<file path="config.mk">
export PLATFORM = sky130hd
export DESIGN_NAME = ex_muldiv_unit_flat
export DESIGN_NICKNAME = d
export VERILOG_FILES = /design/src/rtl/muldiv_pkg.sv /design/src/rtl/ex_muldiv_unit_if.sv /design/src/rtl/div_iter_core.sv /design/src/rtl/ex_muldiv_unit.sv /design/src/flat_wrapper.sv
export SDC_FILE = /design/constraint.sdc
export NUM_CORES = 2
export LEC_CHECK = 0
export CAP_MARGIN = 10
export CORE_UTILIZATION = 50
export DETAILED_ROUTE_END_ITERATION = 10
export DONT_BUFFER_PORTS = 1
export GPL_TIMING_DRIVEN = 1
export HOLD_SLACK_MARGIN = 0.06
export PLACE_DENSITY_LB_ADDON = 0.2
export SYNTH_ARGS = -nofsm -noshare
export SYNTH_HDL_FRONTEND = slang
export SYNTH_HIERARCHICAL = 1
export SYNTH_SLANG_ARGS = --single-unit
</file>
<file path="constraint.sdc">
create_clock -name CLK -period 8.7 [get_ports CLK]
set_input_delay 2.61 -clock CLK [delete_from_list [all_inputs] [get_ports CLK]]
set_output_delay 2.61 -clock CLK [all_outputs]
set_load 0.02 [all_outputs]
</file>
<file path="src/rtl/muldiv_pkg.sv">
// Shared ALU_OP codes, FSM state encoding and special-case results for the RV32M mul/div unit.
package muldiv_pkg;

  localparam int unsigned OP_W  = 5;
  localparam int unsigned XLEN  = 32;

  localparam logic [OP_W-1:0] OP_MUL    = 5'b10000;
  localparam logic [OP_W-1:0] OP_MULH   = 5'b10001;
  localparam logic [OP_W-1:0] OP_MULHSU = 5'b10010;
  localparam logic [OP_W-1:0] OP_MULHU  = 5'b10011;
  localparam logic [OP_W-1:0] OP_DIV    = 5'b10100;
  localparam logic [OP_W-1:0] OP_DIVU   = 5'b10101;
  localparam logic [OP_W-1:0] OP_REM    = 5'b10110;
  localparam logic [OP_W-1:0] OP_REMU   = 5'b10111;

  localparam logic [XLEN-1:0] DIV_ZERO_Q = {XLEN{1'b1}};
  localparam logic [XLEN-1:0] OVF_Q      = {1'b1, {(XLEN-1){1'b0}}};

  typedef enum logic [1:0] {
    ST_IDLE = 2'd0,
    ST_MUL  = 2'd1,
    ST_DIV  = 2'd2,
    ST_DONE = 2'd3
  } state_e;

endpackage

</file>
<file path="src/rtl/ex_muldiv_unit_if.sv">
// EX-stage handshake between ID/EX, the mul/div unit and the result/stall consumers.
interface ex_muldiv_unit_if #(parameter int unsigned WIDTH = 32);

  logic             IN_VALID;
  logic [4:0]       IN_ALU_OP;
  logic [WIDTH-1:0] IN_DATA1;
  logic [WIDTH-1:0] IN_DATA2;
  logic             IN_HOLD;
  logic [WIDTH-1:0] OUT_RESULT;
  logic             OUT_DONE;
  logic             OUT_BUSYWAIT;

  modport master (
    output IN_VALID, IN_ALU_OP, IN_DATA1, IN_DATA2, IN_HOLD,
    input  OUT_RESULT, OUT_DONE, OUT_BUSYWAIT
  );

  modport slave (
    input  IN_VALID, IN_ALU_OP, IN_DATA1, IN_DATA2, IN_HOLD,
    output OUT_RESULT, OUT_DONE, OUT_BUSYWAIT
  );

endinterface

</file>
<file path="src/rtl/div_iter_core.sv">
// Restoring unsigned divider datapath: one quotient bit per step, counter 0..WIDTH-1.
// Exposes the post-step quotient/remainder so the caller can finish on the last step's edge.
module div_iter_core #(
  parameter int unsigned WIDTH = 32
) (
  input  logic             clk,
  input  logic             rst,
  input  logic             load,
  input  logic             step,
  input  logic [WIDTH-1:0] dividend,
  input  logic [WIDTH-1:0] divisor,
  output logic [WIDTH-1:0] quo_c,
  output logic [WIDTH-1:0] rem_c,
  output logic             last_c
);

  localparam int unsigned CW = $clog2(WIDTH);

  logic [WIDTH-1:0] quo_q, quo_d;
  logic [WIDTH-1:0] rem_q, rem_d;
  logic [WIDTH-1:0] dsr_q, dsr_d;
  logic [CW-1:0]    cnt_q, cnt_d;
  logic [WIDTH:0]   trial;
  logic [WIDTH:0]   diff;

  // Shift the next dividend bit into the partial remainder and try a subtract.
  always_comb begin
    trial  = {rem_q, quo_q[WIDTH-1]};
    diff   = trial - {1'b0, dsr_q};
    quo_c  = {quo_q[WIDTH-2:0], ~diff[WIDTH]};
    rem_c  = diff[WIDTH] ? trial[WIDTH-1:0] : diff[WIDTH-1:0];
    last_c = (cnt_q == CW'(WIDTH - 1));
  end

  always_comb begin
    quo_d = quo_q;
    rem_d = rem_q;
    dsr_d = dsr_q;
    cnt_d = cnt_q;
    if (load) begin
      quo_d = dividend;
      rem_d = '0;
      dsr_d = divisor;
      cnt_d = '0;
    end else if (step) begin
      quo_d = quo_c;
      rem_d = rem_c;
      cnt_d = cnt_q + CW'(1);
    end
  end

  always_ff @(posedge clk) begin
    if (rst) begin
      quo_q <= '0;
      rem_q <= '0;
      dsr_q <= '0;
      cnt_q <= '0;
    end else begin
      quo_q <= quo_d;
      rem_q <= rem_d;
      dsr_q <= dsr_d;
      cnt_q <= cnt_d;
    end
  end

endmodule

</file>
<file path="src/rtl/ex_muldiv_unit.sv">
// Multi-cycle RV32M multiply/divide unit for the EX stage; stalls upstream via OUT_BUSYWAIT.
// Optional: define MULDIV_DIV_EARLY_EXIT_EN to finish divides with |rs2| > |rs1| in one cycle.
module ex_muldiv_unit
  import muldiv_pkg::*;
#(
  parameter int unsigned WIDTH = 32
) (
  input logic               CLK,
  input logic               RESET,
  ex_muldiv_unit_if.slave   bus
);

  localparam int unsigned PW = 2 * WIDTH;
  localparam logic [WIDTH-1:0] MIN_NEG = {1'b1, {(WIDTH-1){1'b0}}};

  state_e              state_q, state_d;
  logic [OP_W-1:0]     op_q, op_d;
  logic signed [WIDTH:0] a_q, a_d;
  logic signed [WIDTH:0] b_q, b_d;
  logic                q_neg_q, q_neg_d;
  logic                r_neg_q, r_neg_d;
  logic [WIDTH-1:0]    result_q, result_d;
  logic                done_q, done_d;

  logic                div_load_c, div_step_c, div_last_c;
  logic [WIDTH-1:0]    div_quo_c, div_rem_c;
  logic [WIDTH-1:0]    rs1_c, rs2_c, mag1_c, mag2_c;
  logic                sgn_div_c, is_rem_c;
  logic signed [PW-1:0] prod_c;

  // Operand views for accept-time decisions.
  always_comb begin
    rs1_c     = bus.IN_DATA1;
    rs2_c     = bus.IN_DATA2;
    sgn_div_c = ~bus.IN_ALU_OP[0];
    is_rem_c  = bus.IN_ALU_OP[1];
    mag1_c    = (sgn_div_c && rs1_c[WIDTH-1]) ? (~rs1_c + WIDTH'(1)) : rs1_c;
    mag2_c    = (sgn_div_c && rs2_c[WIDTH-1]) ? (~rs2_c + WIDTH'(1)) : rs2_c;
    prod_c    = PW'(a_q) * PW'(b_q);
  end

  div_iter_core #(.WIDTH(WIDTH)) u_div (
    .clk      (CLK),
    .rst      (RESET),
    .load     (div_load_c),
    .step     (div_step_c),
    .dividend (mag1_c),
    .divisor  (mag2_c),
    .quo_c    (div_quo_c),
    .rem_c    (div_rem_c),
    .last_c   (div_last_c)
  );

  always_comb begin
    state_d    = state_q;
    op_d       = op_q;
    a_d        = a_q;
    b_d        = b_q;
    q_neg_d    = q_neg_q;
    r_neg_d    = r_neg_q;
    result_d   = result_q;
    done_d     = done_q;
    div_load_c = 1'b0;
    div_step_c = 1'b0;

    case (state_q)
      ST_IDLE: begin
        if (bus.IN_VALID && bus.IN_ALU_OP[4]) begin
          op_d = bus.IN_ALU_OP;
          if (!bus.IN_ALU_OP[2]) begin
            // MULH: both signed; MULHSU: rs1 signed only; MULHU/MUL: zero-extend.
            a_d     = (bus.IN_ALU_OP[1:0] == 2'b01 || bus.IN_ALU_OP[1:0] == 2'b10)
                      ? {rs1_c[WIDTH-1], rs1_c} : {1'b0, rs1_c};
            b_d     = (bus.IN_ALU_OP[1:0] == 2'b01) ? {rs2_c[WIDTH-1], rs2_c} : {1'b0, rs2_c};
            state_d = ST_MUL;
          end else if (rs2_c == '0) begin
            result_d = is_rem_c ? rs1_c : WIDTH'(DIV_ZERO_Q);
            done_d   = 1'b1;
            state_d  = ST_DONE;
          end else if (sgn_div_c && rs1_c == MIN_NEG && rs2_c == '1) begin
            result_d = is_rem_c ? '0 : WIDTH'(OVF_Q);
            done_d   = 1'b1;
            state_d  = ST_DONE;
`ifdef MULDIV_DIV_EARLY_EXIT_EN
          end else if (mag2_c > mag1_c) begin
            result_d = is_rem_c ? rs1_c : '0;
            done_d   = 1'b1;
            state_d  = ST_DONE;
`endif
          end else begin
            div_load_c = 1'b1;
            q_neg_d    = sgn_div_c & (rs1_c[WIDTH-1] ^ rs2_c[WIDTH-1]);
            r_neg_d    = sgn_div_c & rs1_c[WIDTH-1];
            state_d    = ST_DIV;
          end
        end
      end
      ST_MUL: begin
        result_d = (op_q == OP_MUL) ? prod_c[WIDTH-1:0] : prod_c[PW-1:WIDTH];
        done_d   = 1'b1;
        state_d  = ST_DONE;
      end
      ST_DIV: begin
        div_step_c = 1'b1;
        if (div_last_c) begin
          if (op_q[1]) result_d = r_neg_q ? (~div_rem_c + WIDTH'(1)) : div_rem_c;
          else         result_d = q_neg_q ? (~div_quo_c + WIDTH'(1)) : div_quo_c;
          done_d  = 1'b1;
          state_d = ST_DONE;
        end
      end
      ST_DONE: begin
        if (!bus.IN_HOLD) begin
          done_d  = 1'b0;
          state_d = ST_IDLE;
        end
      end
      default: state_d = ST_IDLE;
    endcase
  end

  always_ff @(posedge CLK) begin
    if (RESET) begin
      state_q  <= ST_IDLE;
      op_q     <= '0;
      a_q      <= '0;
      b_q      <= '0;
      q_neg_q  <= 1'b0;
      r_neg_q  <= 1'b0;
      result_q <= '0;
      done_q   <= 1'b0;
    end else begin
      state_q  <= state_d;
      op_q     <= op_d;
      a_q      <= a_d;
      b_q      <= b_d;
      q_neg_q  <= q_neg_d;
      r_neg_q  <= r_neg_d;
      result_q <= result_d;
      done_q   <= done_d;
    end
  end

  assign bus.OUT_RESULT   = result_q;
  assign bus.OUT_DONE     = done_q;
  assign bus.OUT_BUSYWAIT = ~RESET & (((state_q == ST_IDLE) & bus.IN_VALID & bus.IN_ALU_OP[4])
                                      | (state_q == ST_MUL) | (state_q == ST_DIV));

endmodule
</file>
<file path="src/flat_wrapper.sv">
// flat-port wrapper written by rule: the top's interface ports become plain ports
module ex_muldiv_unit_flat import muldiv_pkg::*;
#(
  parameter int unsigned WIDTH = 32
)
  (CLK, RESET, bus_IN_VALID, bus_IN_ALU_OP, bus_IN_DATA1, bus_IN_DATA2, bus_IN_HOLD, bus_OUT_RESULT, bus_OUT_DONE, bus_OUT_BUSYWAIT);
  ex_muldiv_unit_if #(.WIDTH(WIDTH)) bus_i ();
  input logic CLK;
  input logic RESET;
  input wire logic [$bits(bus_i.IN_VALID)-1:0] bus_IN_VALID;
  input wire logic [$bits(bus_i.IN_ALU_OP)-1:0] bus_IN_ALU_OP;
  input wire logic [$bits(bus_i.IN_DATA1)-1:0] bus_IN_DATA1;
  input wire logic [$bits(bus_i.IN_DATA2)-1:0] bus_IN_DATA2;
  input wire logic [$bits(bus_i.IN_HOLD)-1:0] bus_IN_HOLD;
  output wire logic [$bits(bus_i.OUT_RESULT)-1:0] bus_OUT_RESULT;
  output wire logic [$bits(bus_i.OUT_DONE)-1:0] bus_OUT_DONE;
  output wire logic [$bits(bus_i.OUT_BUSYWAIT)-1:0] bus_OUT_BUSYWAIT;
  assign bus_i.IN_VALID = bus_IN_VALID;
  assign bus_i.IN_ALU_OP = bus_IN_ALU_OP;
  assign bus_i.IN_DATA1 = bus_IN_DATA1;
  assign bus_i.IN_DATA2 = bus_IN_DATA2;
  assign bus_i.IN_HOLD = bus_IN_HOLD;
  assign bus_OUT_RESULT = bus_i.OUT_RESULT;
  assign bus_OUT_DONE = bus_i.OUT_DONE;
  assign bus_OUT_BUSYWAIT = bus_i.OUT_BUSYWAIT;
  ex_muldiv_unit #(.WIDTH(WIDTH)) u_core (.CLK(CLK), .RESET(RESET), .bus(bus_i));
endmodule
</file>
==> impl_metrics.tcl <==
set metrics [dict create \
    antenna_found_initial 3 \
    fmax_mhz 120 \
    htree_levels 1 \
    final_util_pct 52.9 \
    ys_ff_latch 209 \
    nets 7351 \
    rows 118 \
    area_growth_syn_to_layout_pct 4.42 \
    critPathLaunchType "register" \
    die_width_um 326 \
    dieArea_um2 106000 \
    drtIter0Drc 3296 \
    fin_tns_setup_ns 0 \
    drv_cap 0 \
    p_per_area_nw_per_um2 141 \
    hold_depth 2 \
    yosysUniqueCellTypes 82 \
    cts_buffers 25 \
    gr-total-overflow 0 \
    start_util_pct 50.6 \
    skew_ns 0.0313 \
    synth.largest_area_cell "fa_1" \
    setup_violations 0 \
    rsz0062_at_grt "no" \
    drt-pass1-iter-count 6 \
    ir_drop_v 0.000305 \
    min_period_over_period_pct 95.8 \
    synth_nets 7562 \
    hp-class "register to register" \
    slew_headroom_pct 15.0 \
    synthCells 6106 \
    via_count 40500 \
    netlist_area_um2 52600 \
    grt_max_degree 155 \
    fin_area_um2 54900 \
    drv_slew 0 \
    status "finished clean" \
    drc 0 \
    cts.sinks 209 \
    cp_data_arrival_time_ns 8.80 \
    wl_per_cell_um 21.1 \
    grt_pass1_wl_mm 248 \
    place_congestion 0.963 \
    cts_root_buf "clkbuf_16" \
    leakage_nw 26.7 \
    end_kind "register" \
    insertion_delay_ns 0.58 \
    min_period_ns 8.33 \
    post_cts_buffers 0 \
    placed_area_um2 54000 \
    crit_required_ns 9.17 \
    ys_seq_area_share_pct 7.96 \
    ant_nets 0 \
    grt_usage_pct 29.9 \
    synth.most_common_cell "inv_1" \
    cts_tree "built" \
    rr_worst_depth 27 \
    grt_pass1_vias 42300 \
    ys_warn_count 6 \
    ctsHoldBuffers 0 \
    via_per_inst 5.55 \
    io_buffers 0 \
    synth_ff_type "dfxtp_1" \
    avgSynthCellArea_um2 8.61 \
    synth_enable_flop_cells 0 \
    netlist_top_cells_area "fa_1 43%, inv_1 8.5%, dfxtp_1 8.0%" \
    io_pins 107 \
    place_hpwl_mm 128 \
    path_class "register to register" \
    ctsLongestPathBuffers 3 \
    hold-worst-slack_ns 0.454 \
    cts.repair.resized 0 \
    fp.dieH_um 326 \
    coreArea_um2 104000 \
    hold_viol 0 \
    synth_common_cells "1,197 x inv_1, 1,126 x fa_1, 827 x nand2_1, 540 x and2_1, 326 x clkbuf_1" \
    finalWirelength_mm 154 \
    drive_gt1_share_pct 4.28 \
    path_max_fanout 16 \
    async_flop_share_pct 0 \
    clkTransAtPathRegs_ns 0.07 \
    synth_top_area_share_pct 42.9 \
    worstMarginPinSlew_ns 1.26 \
]
## report_power, final
part	internal (W)	total [W]	switching (W)
Combinational	0.00180	0.00530	0.00349
Clock	0.000624	0.00111	0.000484
Sequential	0.00110	0.00135	0.000251
## registers in the layout, indices dropped and copies added (netlist names)
signal / cells
u_core/a_q: 33
u_core/b_q: 33
u_core/bus.OUT_RESULT: 32
u_core/u_div/dsr_q: 32
u_core/u_div/quo_q: 32
u_core/u_div/rem_q: 32
u_core/op_q: 5
u_core/u_div/cnt_q: 5
u_core/state_q: 2
u_core/bus.OUT_DONE: 1
u_core/q_neg_q: 1
u_core/r_neg_q: 1
## cells in the final DEF (no fill, tap or decap), types with 21 or more instances in the layout
cell type | netlist | routed
inv_1 | 1197 | 1197
fa_1 | 1126 | 1126
nand2_1 | 827 | 827
and2_1 | 540 | 540
ha_1 | 257 | 256
a21oi_1 | 244 | 244
nor2_1 | 214 | 211
dfxtp_1 | 209 | 194
o21ai_0 | 165 | 165
buf_4 | 32 | 134
xnor2_1 | 119 | 119
xor2_1 | 91 | 91
mux2i_1 | 77 | 77
nand3_1 | 61 | 61
a31oi_1 | 44 | 44
nor2b_1 | 43 | 42
nand4_1 | 41 | 41
a21o_1 | 40 | 40
o21ai_1 | 39 | 38
o31ai_1 | 35 | 35
nor3_1 | 34 | 34
nand2b_1 | 30 | 30
clkbuf_16 | 0 | 25
o211ai_1 | 21 | 21
## per-stage QoR
stage / cells / setup WS, ns / total power, W
3_3_place_gp: 7248 / 0.366 / 0.00652
2_1_floorplan: 6106 / 0.905 / 0.00508
4_1_cts: 7294 / 0.249 / 0.00768
5_1_grt: 7295 / 0.00356 / 0.00830
3_5_place_dp: 7248 / 0.277 / 0.00655
6_report: 7298 / 0.367 / 0.00775
## per-layer routing
layer | vias up | global-route usage, % | wire, um
li1 | 18100 | - | -
met1 | 20800 | 41.7 | 66200
met2 | 1358 | 48.4 | 71700
met3 | 200 | 4.77 | 11000
met4 | 0 | 8.15 | 5140
met5 | - | 0 | 0
## logic make-up (layout without fill, tap and decap cells)
logic type | Yosys count | in the layout | synth area share [%]
other | 0 | 4 | 0
adders and majority gates | 1383 | 1383 | 49.0
xor gates and xnor gates | 210 | 210 | 3.50
buffers and inverters | 1582 | 1390 | 11.5
and+or+nand+nor | 1908 | 1908 | 17.9
AOI/OAI and AO/OA | 732 | 732 | 8.55
muxes | 82 | 82 | 1.57
DFF | 209 | 209 | 7.96
## critical path: stages (launching register included)
cell	delay (ns)
dfxtp_1	0.53
buf_4	0.30
nand2_1	0.13
inv_1	0.09
fa_1	0.41
inv_1	0.25
fa_1	0.51
inv_1	0.21
fa_1	0.48
fa_1	0.54
inv_1	0.44
fa_1	0.50
inv_1	0.09
fa_1	0.41
fa_1	0.50
inv_1	0.05
fa_1	0.48
inv_1	0.04
ha_1	0.29
a21o_1	0.18
a21o_1	0.17
a21oi_1	0.18
nor2b_1	0.09
a211oi_1	0.54
a311oi_1	0.09
nand2_1	0.19
o311ai_0	0.21
a221oi_1	0.30
## area by class of cell
class / instances / area [um2]
Multi-Input combinational cell: 4315 / 42400
Antenna cell: 4 / 10.0
Clock inverter: 7 / 81.3
Inverter: 1197 / 4490
Sequential cell: 209 / 4200
Clock buffer: 39 / 748
Fill cell: 9803 / 48900
Tap cell: 1380 / 1730
Timing Repair Buffer: 147 / 1260
## final timing paths
| check | from | to | slack, ns |
|---|---|---|---|
| hold / removal | u_core/op_q[4]$_SDFFE_PP0P_ | u_core/op_q[4]$_SDFFE_PP0P_ | 0.45 |
| setup reg to reg | u_core/b_q[7]$_SDFFE_PP0P_ | u_core/bus.OUT_RESULT[25]$_SDFFE_PP0P_ | 0.37 |
| setup / recovery | u_core/b_q[7]$_SDFFE_PP0P_ | u_core/bus.OUT_RESULT[25]$_SDFFE_PP0P_ | 0.37 |
| hold reg to reg | u_core/op_q[4]$_SDFFE_PP0P_ | u_core/op_q[4]$_SDFFE_PP0P_ | 0.45 |
Power figures use the tool's default switching activity.
